## config.mk

```make
export PLATFORM = sky130hd
export DESIGN_NAME = acm_in_feeder
export DESIGN_NICKNAME = d
export VERILOG_FILES = /design/src/rtl/acm_in_feeder.sv
export SDC_FILE = /design/constraint.sdc
export NUM_CORES = 1
export LEC_CHECK = 0
export CAP_MARGIN = 5
export CORE_MARGIN = 2
export CORE_UTILIZATION = 40
export DETAILED_ROUTE_END_ITERATION = 8
export GPL_TIMING_DRIVEN = 0
export PLACE_DENSITY = 0.55
export SLEW_MARGIN = 20
export SYNTH_ARGS = -nofsm -noshare
export SYNTH_HDL_FRONTEND = slang
export SYNTH_SLANG_ARGS = --single-unit
```

## constraint.sdc

```tcl
create_clock -name clk -period 7.7 [get_ports clk]
set_input_delay 0.77 -clock clk [delete_from_list [all_inputs] [get_ports clk]]
set_output_delay 0.77 -clock clk [all_outputs]
set_load 0.02 [all_outputs]
```

## src/rtl/acm_in_feeder.sv

```systemverilog
// -----------------------------------------------------------------------------
// acm_in_feeder
//
// User-side feeder for the mini-DMA external interface IN path. Buffers an
// application byte stream in a circular FIFO and presents it first-word-fall-
// through (registered head) on the in_* valid/ready port. Also produces the
// two flush hints the CPU firmware polls to decide when to close a USB IN
// packet: in_flush_now (a message end or an explicit flush is pending) and
// in_flush_time (buffered data has sat idle for TIMEOUT cycles).
//
// Build option:
//   ACM_IN_FEEDER_TIMER_EN - when defined, the 20-bit idle counter is built and
//                            drives in_flush_time. When undefined, in_flush_time
//                            is tied low and TIMEOUT has no effect.
//
// Parameters:
//   DEPTH_LOG2 - FIFO depth is 2**DEPTH_LOG2 entries of {last, data[7:0]}
//   TIMEOUT    - idle cycles before in_flush_time asserts (1 .. 2**20-1)
//
// Ports:
//   clk, rst        - clock; asynchronous active-high reset
//   u_data/u_last   - user byte and end-of-message flag
//   u_valid/u_ready - user handshake; u_ready low only when the FIFO is full
//   u_flush         - single-cycle request to push buffered data out now
//   in_data/in_last - head-of-FIFO entry, stable while in_valid & ~in_ready
//   in_valid        - head entry present
//   in_ready        - downstream consumes the head entry
//   in_flush_now    - immediate-flush hint (registered)
//   in_flush_time   - idle-timeout flush hint (registered)
//   level           - FIFO occupancy, 0 .. 2**DEPTH_LOG2
// -----------------------------------------------------------------------------
module acm_in_feeder #(
    parameter int DEPTH_LOG2 = 6,
    parameter int TIMEOUT    = 1000
) (
    input  logic                  clk,
    input  logic                  rst,
    input  logic [7:0]            u_data,
    input  logic                  u_last,
    input  logic                  u_valid,
    output logic                  u_ready,
    input  logic                  u_flush,
    output logic [7:0]            in_data,
    output logic                  in_last,
    output logic                  in_valid,
    input  logic                  in_ready,
    output logic                  in_flush_now,
    output logic                  in_flush_time,
    output logic [DEPTH_LOG2:0]   level
);

    localparam int                    DEPTH    = 1 << DEPTH_LOG2;
    localparam logic [DEPTH_LOG2:0]   LVL_FULL = (DEPTH_LOG2 + 1)'(DEPTH);
    localparam logic [DEPTH_LOG2:0]   LVL_ONE  = (DEPTH_LOG2 + 1)'(1);
    localparam logic [DEPTH_LOG2-1:0] PTR_ONE  = DEPTH_LOG2'(1);

    logic [8:0]            mem_q [DEPTH];
    logic [DEPTH_LOG2-1:0] wr_ptr_q, wr_ptr_d;
    logic [DEPTH_LOG2-1:0] rd_ptr_q, rd_ptr_d;
    logic [DEPTH_LOG2:0]   level_q, level_d;
    logic [DEPTH_LOG2:0]   lcnt_q, lcnt_d;
    logic [DEPTH_LOG2:0]   avail;
    logic                  head_valid_q, head_valid_d;
    logic                  head_last_q, head_last_d;
    logic [7:0]            head_data_q, head_data_d;
    logic                  freq_q, freq_d;
    logic                  flush_now_q, flush_now_d;
    logic                  push, pop, lcnt_inc, lcnt_dec;

    assign u_ready = (level_q != LVL_FULL);
    assign push    = u_valid & u_ready;
    assign pop     = head_valid_q & in_ready;

    // NOTE: every variable written here gets a default first, so no path can
    // leave one unassigned and infer a latch; blocking '=' is correct in comb.
    always_comb begin
        wr_ptr_d = push ? wr_ptr_q + PTR_ONE : wr_ptr_q;
        rd_ptr_d = pop  ? rd_ptr_q + PTR_ONE : rd_ptr_q;

        level_d = level_q;
        if (push && !pop) begin
            level_d = level_q + LVL_ONE;
        end else if (!push && pop) begin
            level_d = level_q - LVL_ONE;
        end

        // Entries already in memory that can feed the head this edge. A byte
        // pushed on this same edge is not readable yet, so it is excluded.
        avail = pop ? level_q - LVL_ONE : level_q;

        head_valid_d = head_valid_q;
        head_data_d  = head_data_q;
        head_last_d  = head_last_q;
        if (!head_valid_q || pop) begin
            head_valid_d = (avail != '0);
            if (avail != '0) begin
                {head_last_d, head_data_d} = mem_q[rd_ptr_d];
            end
        end

        lcnt_inc = push & u_last;
        lcnt_dec = pop & head_last_q;
        lcnt_d   = lcnt_q;
        if (lcnt_inc && !lcnt_dec) begin
            lcnt_d = lcnt_q + LVL_ONE;
        end else if (!lcnt_inc && lcnt_dec) begin
            lcnt_d = lcnt_q - LVL_ONE;
        end

        // Clear when the FIFO drains; an accepted flush request wins.
        freq_d = freq_q;
        if (level_d == '0) begin
            freq_d = 1'b0;
        end
        if (u_flush && ((level_q != '0) || push)) begin
            freq_d = 1'b1;
        end

        flush_now_d = (lcnt_q != '0) | freq_q;
    end

    // NOTE: sequential state uses non-blocking '<=' so every flop samples the
    // pre-edge values regardless of statement order.
    always_ff @(posedge clk or posedge rst) begin
        if (rst) begin
            wr_ptr_q     <= '0;
            rd_ptr_q     <= '0;
            level_q      <= '0;
            lcnt_q       <= '0;
            head_valid_q <= 1'b0;
            head_data_q  <= 8'h00;
            head_last_q  <= 1'b0;
            freq_q       <= 1'b0;
            flush_now_q  <= 1'b0;
        end else begin
            wr_ptr_q     <= wr_ptr_d;
            rd_ptr_q     <= rd_ptr_d;
            level_q      <= level_d;
            lcnt_q       <= lcnt_d;
            head_valid_q <= head_valid_d;
            head_data_q  <= head_data_d;
            head_last_q  <= head_last_d;
            freq_q       <= freq_d;
            flush_now_q  <= flush_now_d;
        end
    end

    // NOTE: the storage array has no reset; level/pointers guarantee a slot is
    // only read after it was written, and leaving it unreset lets it map to RAM.
    always_ff @(posedge clk) begin
        if (push) begin
            mem_q[wr_ptr_q] <= {u_last, u_data};
        end
    end

`ifdef ACM_IN_FEEDER_TIMER_EN
    localparam logic [19:0] TIMEOUT_V = 20'(TIMEOUT);

    logic [19:0] icnt_q, icnt_d;
    logic        flush_time_q, flush_time_d;

    always_comb begin
        icnt_d = icnt_q;
        if (push || (level_d == '0)) begin
            icnt_d = '0;
        end else if (icnt_q != TIMEOUT_V) begin
            icnt_d = icnt_q + 20'd1;
        end
        flush_time_d = (icnt_q == TIMEOUT_V);
    end

    always_ff @(posedge clk or posedge rst) begin
        if (rst) begin
            icnt_q       <= '0;
            flush_time_q <= 1'b0;
        end else begin
            icnt_q       <= icnt_d;
            flush_time_q <= flush_time_d;
        end
    end

    assign in_flush_time = flush_time_q;
`else
    // TIMEOUT has no effect without the idle timer.
    logic timeout_unused;
    assign timeout_unused = (TIMEOUT != 0);
    assign in_flush_time  = 1'b0;
`endif

    assign in_data      = head_data_q;
    assign in_last      = head_last_q;
    assign in_valid     = head_valid_q;
    assign in_flush_now = flush_now_q;
    assign level        = level_q;

endmodule

```

==> results.yml <==
die:
  fp.dieH_um: 266.0
  die_area_sq_mm: 0.07075
  coreArea_sq_mm: 0.06823
  start_util: 0.4024
  die_x_um: 266.0
  rows: 96
  io_pins: 34
global_route:
  first_global_vias: 17550
  grt_usage: 0.2586
  grt_remaining_overflow: 0
  grt_use_met3: 0.05250
  grt_pass1_wl_mm: 128.5
  met1_usage: 0.3577
  grt.busiest_layer: "met2"
  grt_antenna_before_repair: 1
  use_met2: 0.3981
  grt_max_degree: 65
timing:
  period_share: 0.6223
  clock.fmax_ghz: 0.2087
  skew_ns: 0.02965
  slew_viol_final: 0
  relSlewSlack: 0.1767
  hold_viol: 0
  setup_tns_ns: 0
  timing.hold.ws_ns: 0.4366
  finalCriticalPeriod_ns: 4.792
  rsz0062_at_grt: "false"
  worst_pin_slew_ns: 1.230
  setup_violations: 0
status:
  status: "completed"
placed_design:
  dp_cells: 2764
  gp_congestion: 0.9512
  detailed_place_hpwl_mm: 61.88
  port_buffers: 32
clock_tree:
  cts_setup_buffers: 0
  cts.clk_slew.worst_paths_ns: 0.06
  cts_hold_buffers: 0
  cts_tree: "yes"
  clock-sinks: 614
  numCtsBuffers: 70
  htreeDepth: 3
  cts_buffer_depth: 3
  cts_resized: 0
  clock_latency_ns: 0.63
  root_buffer: "clkbuf_16"
final_layout:
  final.fill_count: 5965
  nets: 1979
  diodes: 0
  layout_commonest_cell: "edfxtp_1"
  utilization: 0.4601
  final_cell_count_no_fill: 2890
  multi_input_area_sq_mm: 0.008516
  area_delta_synth_final_pct: 14.34
  regArea_sq_mm: 0.01825
  mostFrequentLayoutCells: "576 x edfxtp_1, 198 x mux2i_1, 197 x nand2_1"
  drive_gt1_frac: 0.1728
yosys:
  yosysSeqAreaShare: 0.6646
  syn_inst: 1837
  synth_nets: 1862
  synthDistinctLibCells: 82
  synth_area_sq_mm: 0.02746
  ys.flop_type: "edfxtp_1"
  yosys_register_bits: 614
  synth_warnings: 0
  synth-async-reset-ratio: 0.06189
  synth_edf_count: 576
  postSynthAreaPerCell_sq_um: 14.95
flow_run:
  cap_violations: 0
drt:
  wl_per_cell_um: 31.50
  drt_iter0_markers: 2316
  drtAntennaViolNets: 0
  vias: 17870
  routed_via_density: 6.182
  routed_wl_mm: 91.05
  drt-pass1-iter-count: 6
  drc: 0
power_and_ir_drop:
  leakage_nw: 10.66
  powerDensity_mw_per_mm2: 388.2
  ir_worst_vdd_uv: 188.5
  total_power_mw: 12.19
worst_setup_path:
  path_class: "primary input to register"
  end_kind: "register"
  cp.required_ns: 8.24
  worst_setup_path_start_kind: "primary input"
  worstPathMaxFanout: 10
  critPathArrivalTime_ns: 5.34
min_path:
  hold_path.class: "primary input to asynchronous set/reset pin"
==> power by group <==
group / leakage, nW / internal, mW / switching [mW] / total, mW
sequential: 5.63 / 3.85 / 0.144 / 3.99
clock: 1.08 / 1.91 / 1.36 / 3.27
combinational: 3.95 / 1.68 / 3.25 / 4.92
==> critical path, cell delays in order <==
cell             delay (ns)
clkdlybuf4s50_1        0.59
buf_4                  0.26
and2_1                 0.16
buf_6                  0.18
buf_6                  0.23
buf_2                  0.45
buf_2                  0.48
nand2_1                0.11
ha_1                   0.26
inv_1                  0.17
ha_1                   0.29
nor2b_1                0.15
o21ai_0                0.20
a21boi_0               0.16
o21a_1                 0.20
or3_1                  0.30
a21oi_1                0.17
xor2_1                 0.15
==> metal layers <==
layer / part of all wire / routed length, um
met1: 0.42 / 37880
met3: 0.089 / 8080
met5: 0.00015 / 14
met2: 0.45 / 41000
met4: 0.045 / 4066
==> logic make-up after synthesis <==
| group | count (synthesis) | synth area share |
|---|---|---|
| DFF | 614 | 0.6646 |
| and+or+nand+nor | 481 | 0.08144 |
| muxes | 293 | 0.1415 |
| AOI/OAI and AO/OA | 269 | 0.07219 |
| buffers and inverters | 148 | 0.02844 |
| xor gates and xnor gates | 20 | 0.006380 |
| adders and majority gates | 11 | 0.005286 |
| other | 1 | 0.0001366 |
==> path summary, 6_finish.rpt <==
path	from	endpoint	slack, ns	cells after the start
min in group clk	lcnt_q[6]	lcnt_q[6]	0.48	1
worst max register to register	in_valid	lcnt_q[6]	3.18	17
worst min register to register	lcnt_q[6]	lcnt_q[6]	0.48	1
worst max-delay path	in_ready	lcnt_q[6]	2.91	18
worst min-delay path	rst	lcnt_q[3]	0.44	2
max in group asynchronous	rst	in_data[7]	6.79	3
==> Yosys cell counts, types with 8 or more instances <==
| cell | number | area (sq um) |
|---|---|---|
| a21oi_1 | 33 | 165.2 |
| nand3_1 | 57 | 285.3 |
| buf_2 | 56 | 280.3 |
| clkbuf_1 | 44 | 165.2 |
| xnor2_1 | 13 | 113.9 |
| a311oi_1 | 16 | 140.1 |
| a2111oi_0 | 10 | 87.58 |
| inv_1 | 12 | 45.04 |
| edfxtp_1 | 576 | 17300 |
| dfrtp_1 | 38 | 950.9 |
| and2_1 | 9 | 56.30 |
| a31oi_1 | 25 | 156.4 |
| o211ai_1 | 11 | 82.58 |
| buf_4 | 15 | 112.6 |
| a32oi_1 | 9 | 78.83 |
| o21ai_0 | 23 | 115.1 |
| nor3_1 | 19 | 95.09 |
| mux2_2 | 21 | 236.5 |
| o22ai_1 | 8 | 50.05 |
| a211oi_1 | 58 | 435.4 |
| nor2b_1 | 15 | 93.84 |
| mux4_2 | 74 | 1667 |
| and3_1 | 40 | 250.2 |
| nor2_1 | 98 | 367.9 |
| buf_6 | 11 | 123.9 |
| nand4_1 | 12 | 75.07 |
| nand2_1 | 197 | 739.5 |
| ha_1 | 10 | 125.1 |
| mux2i_1 | 198 | 1982 |
==> through the flow <==
step,setup WS [ns],cell area (sq um)
final,2.908,31390
after global routing,2.739,31390
after CTS,2.957,31370
after detailed placement,2.350,29160
after global placement,1.969,28880
after floorplan,3.974,27460
==> flip-flops by register name, indices dropped and copies added (netlist names) <==
signal,flops
wr_ptr_q,6
freq_q,1
lcnt_q,7
rd_ptr_q,6
in_flush_now,1
mem_q,576
in_data,8
in_valid,1
level,7
in_last,1
==> area by class of cell <==
cell class,instances,share of cell area
multi-input cells,1075,0.2713
flip-flops and latches,614,0.5813
inverters,17,0.002192
repair buffers,45,0.01714
clock inverters,32,0.009326
plain buffers,131,0.02268
well taps,882,0.03515
clock buffers,94,0.06098
(Power assumes the default switching activity.)
